[src/rtl/dmem_arb_pkg.sv]
// Shared types for the data-memory port arbiter: FSM encoding, requester IDs
// and default widths.
package dmem_arb_pkg;

    typedef enum logic [1:0] {
        IDLE   = 2'd0,
        ISSUE  = 2'd1,
        RDWAIT = 2'd2
    } arb_state_e;

    typedef enum logic {
        REQ_CPU = 1'b0,
        REQ_UPG = 1'b1
    } req_id_e;

    localparam int unsigned DEF_ADDR_W = 14;
    localparam int unsigned DEF_DATA_W = 32;
    localparam int unsigned DEF_RD_LAT = 1;

endpackage

[src/rtl/dmem_arb_wbuf.sv]
// One-entry holding buffer for UART loader writes; the loader never waits, so a
// write arriving while the entry is occupied and not leaving is lost and flagged.
module dmem_arb_wbuf
    import dmem_arb_pkg::*;
#(
    parameter int unsigned ADDR_W = DEF_ADDR_W,
    parameter int unsigned DATA_W = DEF_DATA_W
) (
    input  logic              clk,
    input  logic              rst,
    input  logic              wen,
    input  logic [ADDR_W-1:0] wadr,
    input  logic [DATA_W-1:0] wdat,
    input  logic              drain,
    output logic              full,
    output logic [ADDR_W-1:0] adr,
    output logic [DATA_W-1:0] dat,
    output logic              ovf
);

    logic load;
    logic drop;

    // An entry being granted this cycle frees the slot in time for a new load.
    assign load = wen & (~full | drain);
    assign drop = wen & full & ~drain;

    always_ff @(posedge clk) begin
        if (rst) begin
            full <= 1'b0;
            ovf  <= 1'b0;
        end else begin
            full <= load | (full & ~drain);
            if (drop) begin
                ovf <= 1'b1;
            end
        end
    end

    always_ff @(posedge clk) begin
        if (load) begin
            adr <= wadr;
            dat <= wdat;
        end
    end

endmodule

[src/rtl/dmem_port_arbiter.sv]
// Shares the single-port data BRAM between the MEM stage and the UART loader
// with round-robin arbitration. Optional statistics: define DMEM_ARB_STATS_EN.
module dmem_port_arbiter
    import dmem_arb_pkg::*;
#(
    parameter int unsigned ADDR_W = DEF_ADDR_W,
    parameter int unsigned DATA_W = DEF_DATA_W,
    parameter int unsigned RD_LAT = DEF_RD_LAT
) (
    input  logic              clk,
    input  logic              rst,
    input  logic              cpu_req,
    input  logic              cpu_we,
    input  logic [31:0]       cpu_addr,
    input  logic [DATA_W-1:0] cpu_wdata,
    output logic              cpu_stall,
    output logic [DATA_W-1:0] cpu_rdata,
    output logic              cpu_rvalid,
    output logic              cpu_misalign,
    input  logic              upg_active,
    input  logic              upg_wen,
    input  logic [ADDR_W-1:0] upg_adr,
    input  logic [DATA_W-1:0] upg_dat,
    output logic              upg_ovf,
`ifdef DMEM_ARB_STATS_EN
    output logic [31:0]       stat_stall_cyc,
    output logic [15:0]       stat_conflicts,
`endif
    output logic              mem_en,
    output logic              mem_we,
    output logic [ADDR_W-1:0] mem_addr,
    output logic [DATA_W-1:0] mem_wdata,
    input  logic [DATA_W-1:0] mem_dout
);

    localparam int CNT_W = $clog2(RD_LAT + 1);

    arb_state_e        state, state_nxt;
    req_id_e           last_grant;
    req_id_e           issue_req_p1;
    logic [CNT_W-1:0]  rd_cnt, cnt_nxt;

    logic              aligned;
    logic [ADDR_W-1:0] cpu_word;
    logic              cpu_cand;
    logic              grant_cpu;
    logic              grant_upg;
    logic              capture;

    logic              buf_full;
    logic [ADDR_W-1:0] buf_adr;
    logic [DATA_W-1:0] buf_dat;

    logic              unused_addr_hi;

    assign aligned        = (cpu_addr[1:0] == 2'b00);
    assign cpu_word       = cpu_addr[ADDR_W+1:2];
    assign unused_addr_hi = ^cpu_addr[31:ADDR_W+2];

    // In the rvalid cycle the MEM stage still presents the request it has just
    // been answered for; it must not be granted a second time.
    assign cpu_cand = cpu_req & aligned & ~upg_active & ~cpu_rvalid;

    dmem_arb_wbuf #(
        .ADDR_W (ADDR_W),
        .DATA_W (DATA_W)
    ) u_wbuf (
        .clk   (clk),
        .rst   (rst),
        .wen   (upg_wen),
        .wadr  (upg_adr),
        .wdat  (upg_dat),
        .drain (grant_upg),
        .full  (buf_full),
        .adr   (buf_adr),
        .dat   (buf_dat),
        .ovf   (upg_ovf)
    );

    always_comb begin
        state_nxt = state;
        cnt_nxt   = rd_cnt;
        grant_cpu = 1'b0;
        grant_upg = 1'b0;
        capture   = 1'b0;
        case (state)
            IDLE: begin
                if (cpu_cand && buf_full) begin
                    grant_upg = (last_grant == REQ_CPU);
                    grant_cpu = (last_grant == REQ_UPG);
                end else begin
                    grant_cpu = cpu_cand;
                    grant_upg = buf_full;
                end
                if (grant_cpu || grant_upg) begin
                    state_nxt = ISSUE;
                end
            end
            ISSUE: begin
                if (issue_req_p1 == REQ_CPU && !mem_we) begin
                    state_nxt = RDWAIT;
                    cnt_nxt   = CNT_W'(RD_LAT);
                end else begin
                    state_nxt = IDLE;
                end
            end
            RDWAIT: begin
                cnt_nxt = rd_cnt - 1'b1;
                if (rd_cnt == CNT_W'(1)) begin
                    capture   = 1'b1;
                    state_nxt = IDLE;
                end
            end
            default: begin
                state_nxt = IDLE;
            end
        endcase
    end

    assign cpu_stall    = cpu_req & aligned & ~(grant_cpu & cpu_we) & ~cpu_rvalid;
    assign cpu_misalign = cpu_req & ~aligned;

    always_ff @(posedge clk) begin
        if (rst) begin
            state  <= IDLE;
            rd_cnt <= '0;
        end else begin
            state  <= state_nxt;
            rd_cnt <= cnt_nxt;
        end
    end

    // ---- issue stage: registered memory command ----
    always_ff @(posedge clk) begin
        if (rst) begin
            mem_en       <= 1'b0;
            mem_we       <= 1'b0;
            mem_addr     <= '0;
            mem_wdata    <= '0;
            last_grant   <= REQ_CPU;
            issue_req_p1 <= REQ_CPU;
        end else begin
            mem_en <= grant_cpu | grant_upg;
            mem_we <= 1'b0;
            if (grant_cpu) begin
                mem_we       <= cpu_we;
                mem_addr     <= cpu_word;
                mem_wdata    <= cpu_wdata;
                last_grant   <= REQ_CPU;
                issue_req_p1 <= REQ_CPU;
            end else if (grant_upg) begin
                mem_we       <= 1'b1;
                mem_addr     <= buf_adr;
                mem_wdata    <= buf_dat;
                last_grant   <= REQ_UPG;
                issue_req_p1 <= REQ_UPG;
            end
        end
    end

    // ---- read return stage ----
    always_ff @(posedge clk) begin
        if (rst) begin
            cpu_rvalid <= 1'b0;
            cpu_rdata  <= '0;
        end else begin
            cpu_rvalid <= capture;
            if (capture) begin
                cpu_rdata <= mem_dout;
            end
        end
    end

`ifdef DMEM_ARB_STATS_EN
    logic conflict;

    assign conflict = (state == IDLE) & cpu_cand & buf_full;

    always_ff @(posedge clk) begin
        if (rst) begin
            stat_stall_cyc <= '0;
            stat_conflicts <= '0;
        end else begin
            if (cpu_stall && stat_stall_cyc != '1) begin
                stat_stall_cyc <= stat_stall_cyc + 1'b1;
            end
            if (conflict && stat_conflicts != '1) begin
                stat_conflicts <= stat_conflicts + 1'b1;
            end
        end
    end
`endif

endmodule

[config.mk]
export PLATFORM = sky130hd
export DESIGN_NAME = dmem_port_arbiter
export DESIGN_NICKNAME = d
export VERILOG_FILES = /design/src/rtl/dmem_arb_pkg.sv /design/src/rtl/dmem_arb_wbuf.sv /design/src/rtl/dmem_port_arbiter.sv
export SDC_FILE = /design/constraint.sdc
export NUM_CORES = 1
export LEC_CHECK = 0
export ABC_AREA = 1
export CAP_MARGIN = 20
export CORE_MARGIN = 2
export CORE_UTILIZATION = 47
export CTS_BUF_LIST = sky130_fd_sc_hd__clkbuf_8
export CTS_CLUSTER_SIZE = 8
export DETAILED_ROUTE_END_ITERATION = 8
export GPL_ROUTABILITY_DRIVEN = 0
export PLACE_DENSITY = 0.87
export SLEW_MARGIN = 10
export SYNTH_ARGS = -nofsm -noshare
export SYNTH_HDL_FRONTEND = slang
export SYNTH_SLANG_ARGS = --single-unit
[constraint.sdc]
create_clock -name clk -period 8.45 [get_ports clk]
set_input_delay 1.69 -clock clk [delete_from_list [all_inputs] [get_ports clk]]
set_output_delay 1.69 -clock clk [all_outputs]
set_load 0.01 [all_outputs]
==> qor.csv, run 1 <==
stage,metric,value,unit
status,status,finished clean,
placement,hpwl,9270,µm
sta,worst_pin_slew,0.942,ns
flow_run,cap_violations,0,
power,vdd_drop_max,0.000154,V
logic_synthesis,synth_top_area_share,0.318,
clock_network,cts_root_buffer,clkbuf_8,
die,core,0.0114,mm²
worst_setup_path,cp.required,6.76,ns
clock_network,cts_tree,done,
clock_network,cts_setup_buffers,0,
route,dr.pass1.iters,4,
placement,dpl-instance-area,0.00758,mm²
worst_setup_path,crit_chain,"clkdlybuf4s50_1, nor2_2, nand2_1, nor2_4, buf_4, nand2_2, inv_2, nand2_2, nand2_1, inv_1, clkdlybuf4s50_1",
sta,fin_crit_sh,0.723,
route,drtIter0Drc,279,
worst_setup_path,critPathArrivalTime,4.42,ns
logic_synthesis,yosys.area.top_type,dfxtp_1,
clock_network,clockBufferDepth,2,
clock_network,cts_buffers,17,
clock_network,cts.clk_slew.worst_paths,0.06,ns
sta,setup_ws,2.34,ns
die,dieArea,0.0125,mm²
final_layout,postLayoutCoreUtil,0.705,
logic_synthesis,synth_seq_area_share,0.571,
logic_synthesis,syn_inst,688,
route,wl_per_cell,13.0,µm
grt,grt_pass1_vias,4558,
clock_network,ctsResizeCount,0,
power,power_leakage,3.58,nW
logic_synthesis,synth.area.top_cells,"dfxtp_1 32%, edfxtp_1 25%, nand2_1 18%",
final_layout,nFillCells,876,
sta,fin_skew,0.0115,ns
sta,rsz0062_at_grt,no,
logic_synthesis,post_synth.cell_area_avg,7.95,µm²
worst_setup_path,path_class,in -> out,
sta,finalSetupTns,0,ns
final_layout,final_nets,1035,
min_path,hold_class,reg -> reg,
worst_setup_path,endpoint_kind,output pin,
grt,antenna_found_initial,0,
route,vias,4768,
clock_network,htreeDepth,4,
die,chipWidth,112,µm
power,cellPowerDensity,185,mW/mm²
final_layout,design_area,0.00801,mm²
final_layout,final_cell_mix,"258 x nand2_1, 215 x clkdlybuf4s50_1, 100 x nor2_1",
logic_synthesis,synth_nets,836,
clock_network,cts-hold-fix-buffers,0,
route,vias_per_cell,4.57,
sta,setup_viol,0,
logic_synthesis,synth_seq_cells,133,
power,power,0.00148,W
worst_setup_path,cp_slowest_cell,nand2_2,
die,start_util,0.481,
final_layout,drive_above_1_share,0.0522,
logic_synthesis,ys_types,18,
grt,grt_start_max_net_pins,95,
route,antenna_left,0,
grt,grt_overflow,0,
route,wl,13500,µm
die,die_h,112,µm
worst_setup_path,cp_top_family,buffers and inverters,
placement,place_ws,2.30,ns
grt,grt_pass1_wl,21700,µm
clock_network,clock_latency,0.43,ns
sta,slew-limit-headroom,0.371,
sta,finalHoldViolations,0,
die,num_rows,39,
final_layout,mostFrequentLayoutCell,nand2_1,
sta,fmax,164,MHz
logic_synthesis,ys_warn_count,0,
worst_setup_path,crit_buf_inv,5,
route,drc_errors,0,
sta,min_period,6.11,ns
worst_setup_path,cp_slowest_stage_delay,0.65,ns
logic_synthesis,synth.cell_area,0.00547,mm²
die,ioPinCount,232,
sta,slew_violations,0,
grt,grt_use_total,0.221,
worst_setup_path,worst-path-max-fanout,47,
worst_setup_path,worst_setup_path_start_kind,primary input,
final_layout,syn_to_final_growth,46.5,%
clock_network,cts_num_sinks,133,
placement,io_buffers,215,
==> power by group <==
part           total [W]  internal, W  leakage (nW)  switching (W)
logic           0.000257     0.000136          2.21       0.000121
clock network   0.000499     0.000273         0.219       0.000226
registers       0.000726     0.000707          1.15      0.0000184
==> worst paths after layout <==
check | from | to | slack [ns] | cells after the start
worst min-delay path | u_wbuf.ovf | u_wbuf.ovf | 0.46 | 2
worst min register to register | u_wbuf.ovf | u_wbuf.ovf | 0.46 | 2
worst max-delay path | cpu_addr[1] | cpu_stall | 2.34 | 11
worst max register to register | state[0] | u_wbuf.dat[19] | 6.05 | 5
==> cell families (layout without fill, tap and decap cells) <==
kind of cell | count (synthesis) | in the layout | synth area share
compound gates | 8 | 8 | 0.00984
buf+inv | 100 | 312 | 0.0911
flops | 133 | 133 | 0.571
other cells | 0 | 1 | 0
simple gates | 447 | 447 | 0.328
==> synth_stat cells (all sizes together) <==
master,number
a21oi,6
buf,32
o21bai,1
edfxtp,46
nor2,105
nand3,81
nand2,261
dfxtp,87
a211oi,1
inv,60
clkbuf,8
==> registers in the layout, indices dropped and copies added, names as in the netlist <==
register and flops:
mem_addr 14, cpu_rvalid 1, u_wbuf.adr 14, cpu_rdata 32
mem_wdata 32, issue_req_p1 1, u_wbuf.ovf 1, u_wbuf.full 1
state 2, mem_we 1, rd_cnt 1, mem_en 1
u_wbuf.dat 32
==> per-layer routing <==
layer | GRT usage | up-vias | wire length (µm)
met2 | 0.387 | 129 | 6840
met3 | 0.0599 | 28 | 645
met1 | 0.254 | 2084 | 5700
li1 | - | 2527 | -
met4 | 0.0922 | 0 | 359
met5 | 0 | - | 0
==> layout make-up <==
class                           count  area (µm²)  area share
Sequential cell                   133        3120       0.390
Timing Repair Buffer              220        2220       0.277
Multi-Input combinational cell    455        1880       0.235
Clock buffer                       23         317      0.0395
Inverter                           60         225      0.0281
Tap cell                          143         179      0.0223
Clock inverter                      9        62.6     0.00781
Antenna cell                        1        2.50    0.000312
==> worst min-delay path, cell delays in order (launching register included) <==
cell and delay [ns]:
dfxtp_1 0.31, inv_1 0.05, a21oi_1 0.06
==> per-stage QoR <==
step / cells / hold slack [ns]
CTS: 1041 / 0.465
global placement: 1009 / 0.441
global route: 1043 / 0.486
detailed placement: 1009 / 0.455
floorplan: 688 / 0.474
finish: 1044 / 0.463
(Power assumes the default switching activity.)
==> inputs of run 2 (changes only) <==
Settings changed: CORE_UTILIZATION 47 to 44, PLACE_DENSITY 0.87 to 0.83.
Clock period 8.45 ns to 6.1 ns, I/O delays scaled along.
==> run 2 against run 1 <==
  * Highest routed layer unchanged
  * Count of clock-buffer cells in the layout is 4 lower
  * Critical endpoint unchanged
  * Worst hold slack worse by 0.0077 ns
  * Final area is 0.41% higher
  * Sequential share of layout area is 0.16 points lower
  * Die area is 6.6% higher
  * Power is 42% higher
  * Utilization is 3.8 points lower
  * Critical path depth stayed put
  * Final cell count is 2.4% higher
  * Register-to-register slack worse by 2.4 ns
  * Wire length is 2.6% higher
  * Sequential power is 39% higher
==> qor.csv, run 2 (synthesized netlist as in run 1, its figures left out) <==
stage,metric,value,unit
grt,grt_pass1_vias,4454,
sta,finalSetupTns,0,ns
sta,rsz0062_at_grt,no,
sta,setup_viol,0,
worst_setup_path,crit_buf_inv,5,
worst_setup_path,cp.required,4.88,ns
sta,min_period,4.41,ns
worst_setup_path,worst-path-max-fanout,47,
worst_setup_path,cp_slowest_stage_delay,0.52,ns
route,antenna_left,0,
die,start_util,0.453,
power,cellPowerDensity,262,mW/mm²
clock_network,cts.clk_slew.worst_paths,0.07,ns
final_layout,drive_above_1_share,0.0566,
grt,grt_overflow,0,
placement,hpwl,9310,µm
worst_setup_path,worst_setup_path_start_kind,primary input,
clock_network,cts_root_buffer,clkbuf_8,
worst_setup_path,critPathArrivalTime,3.19,ns
worst_setup_path,path_class,in -> out,
die,die_h,115,µm
clock_network,cts_buffers,17,
power,power,0.00210,W
route,wl,13900,µm
placement,dpl-instance-area,0.00763,mm²
placement,place_inst,1036,
die,num_rows,40,
clock_network,cts-hold-fix-buffers,0,
final_layout,final_nets,1036,
final_layout,mostFrequentLayoutCell,nand2_1,
final_layout,top_regs,"cpu_rdata: 32 flops, mem_wdata: 32 flops, u_wbuf.dat: 32 flops",
clock_network,htreeDepth,4,
final_layout,design_area,0.00804,mm²
route,dr.pass1.iters,4,
sta,whs,0.455,ns
route,vias,4740,
final_layout,final_cell_mix,"258 x nand2_1, 215 x clkdlybuf4s50_1, 100 x nor2_1",
route,drc_errors,0,
grt,grt_pass1_wl,21600,µm
grt,grt_use_total,0.213,
flow_run,cap_violations,0,
grt,antenna_found_initial,0,
die,dieArea,0.0133,mm²
die,ioPinCount,232,
die,chipWidth,115,µm
clock_network,clockBufferDepth,2,
sta,slew_violations,0,
power,power_leakage,3.58,nW
worst_setup_path,cp_slowest_cell,clkdlybuf4s50_1,
min_path,hold_class,reg -> reg,
grt,grt_start_max_net_pins,95,
final_layout,syn_to_final_growth,47.1,%
sta,slew-limit-headroom,0.349,
sta,fin_crit_sh,0.723,
clock_network,cts_num_sinks,133,
sta,fmax,227,MHz
worst_setup_path,cp_top_family,buffers and inverters,
worst_setup_path,crit_chain,"clkdlybuf4s50_1, nor2_2, nand2_1, nor2_4, nand2_2, buf_4, inv_2, nand2_2, nand2_1, inv_1, clkdlybuf4s50_1",
power,vdd_drop_max,0.000199,V
sta,worst_pin_slew,0.975,ns
route,vias_per_cell,4.43,
clock_network,clock_latency,0.44,ns
status,status,finished clean,
clock_network,cts_tree,done,
final_layout,n_antenna_cell,0,
clock_network,ctsResizeCount,0,
worst_setup_path,endpoint_kind,output pin,
die,core,0.0121,mm²
sta,finalHoldViolations,0,
clock_network,cts_setup_buffers,0,
route,drtIter0Drc,367,
sta,fin_skew,0.00807,ns
placement,io_buffers,215,
route,wl_per_cell,13.0,µm
final_layout,fin_cells,1069,
[run 2: final timing paths]
check	to	start	slack (ns)	depth (start not counted)
worst max-delay path	cpu_stall	cpu_addr[0]	1.69	11
worst min-delay path	u_wbuf.ovf	u_wbuf.ovf	0.46	2
worst max register to register	u_wbuf.dat[19]	state[0]	3.62	5
worst min register to register	u_wbuf.ovf	u_wbuf.ovf	0.46	2
[run 2: worst register-to-register path, stage by stage (launching register included)]
cell,delay [ns]
dfxtp_1,0.34
nor2_2,0.22
nand2_1,0.11
o21bai_1,0.29
a21oi_4,0.81
buf_4,0.40
[run 2: routing by layer]
layer,wire length [µm],global-route usage,vias up,part of all wire
met2,7020,0.350,131,0.50
met1,5640,0.262,2059,0.41
met5,0,0,-,0
li1,-,-,2516,-
met4,469,0.107,0,0.034
met3,773,0.0533,34,0.056
[run 2: stage by stage]
step | utilization | setup slack (ns)
2_1_floorplan | - | 1.90
4_1_cts | 0.666 | 1.67
3_3_place_gp | 0.632 | 1.69
6_report | 0.667 | 1.69
5_1_grt | 0.667 | 1.52
3_5_place_dp | 0.632 | 1.68
[run 2: power by group]
| group | internal (W) | switching (W) |
|---|---|---|
| sequential | 0.000980 | 0.0000259 |
| clock | 0.000418 | 0.000329 |
| combinational | 0.000186 | 0.000167 |
[run 2: area by class of cell]
cell class                 count  area, µm²
inverter                      60        225
clock buffer                  19        262
timing repair buffer         221       2200
tap                          168        210
multi-input combinational    455       1880
clock inverter                13        139
fill                         978       4020
sequential                   133       3120
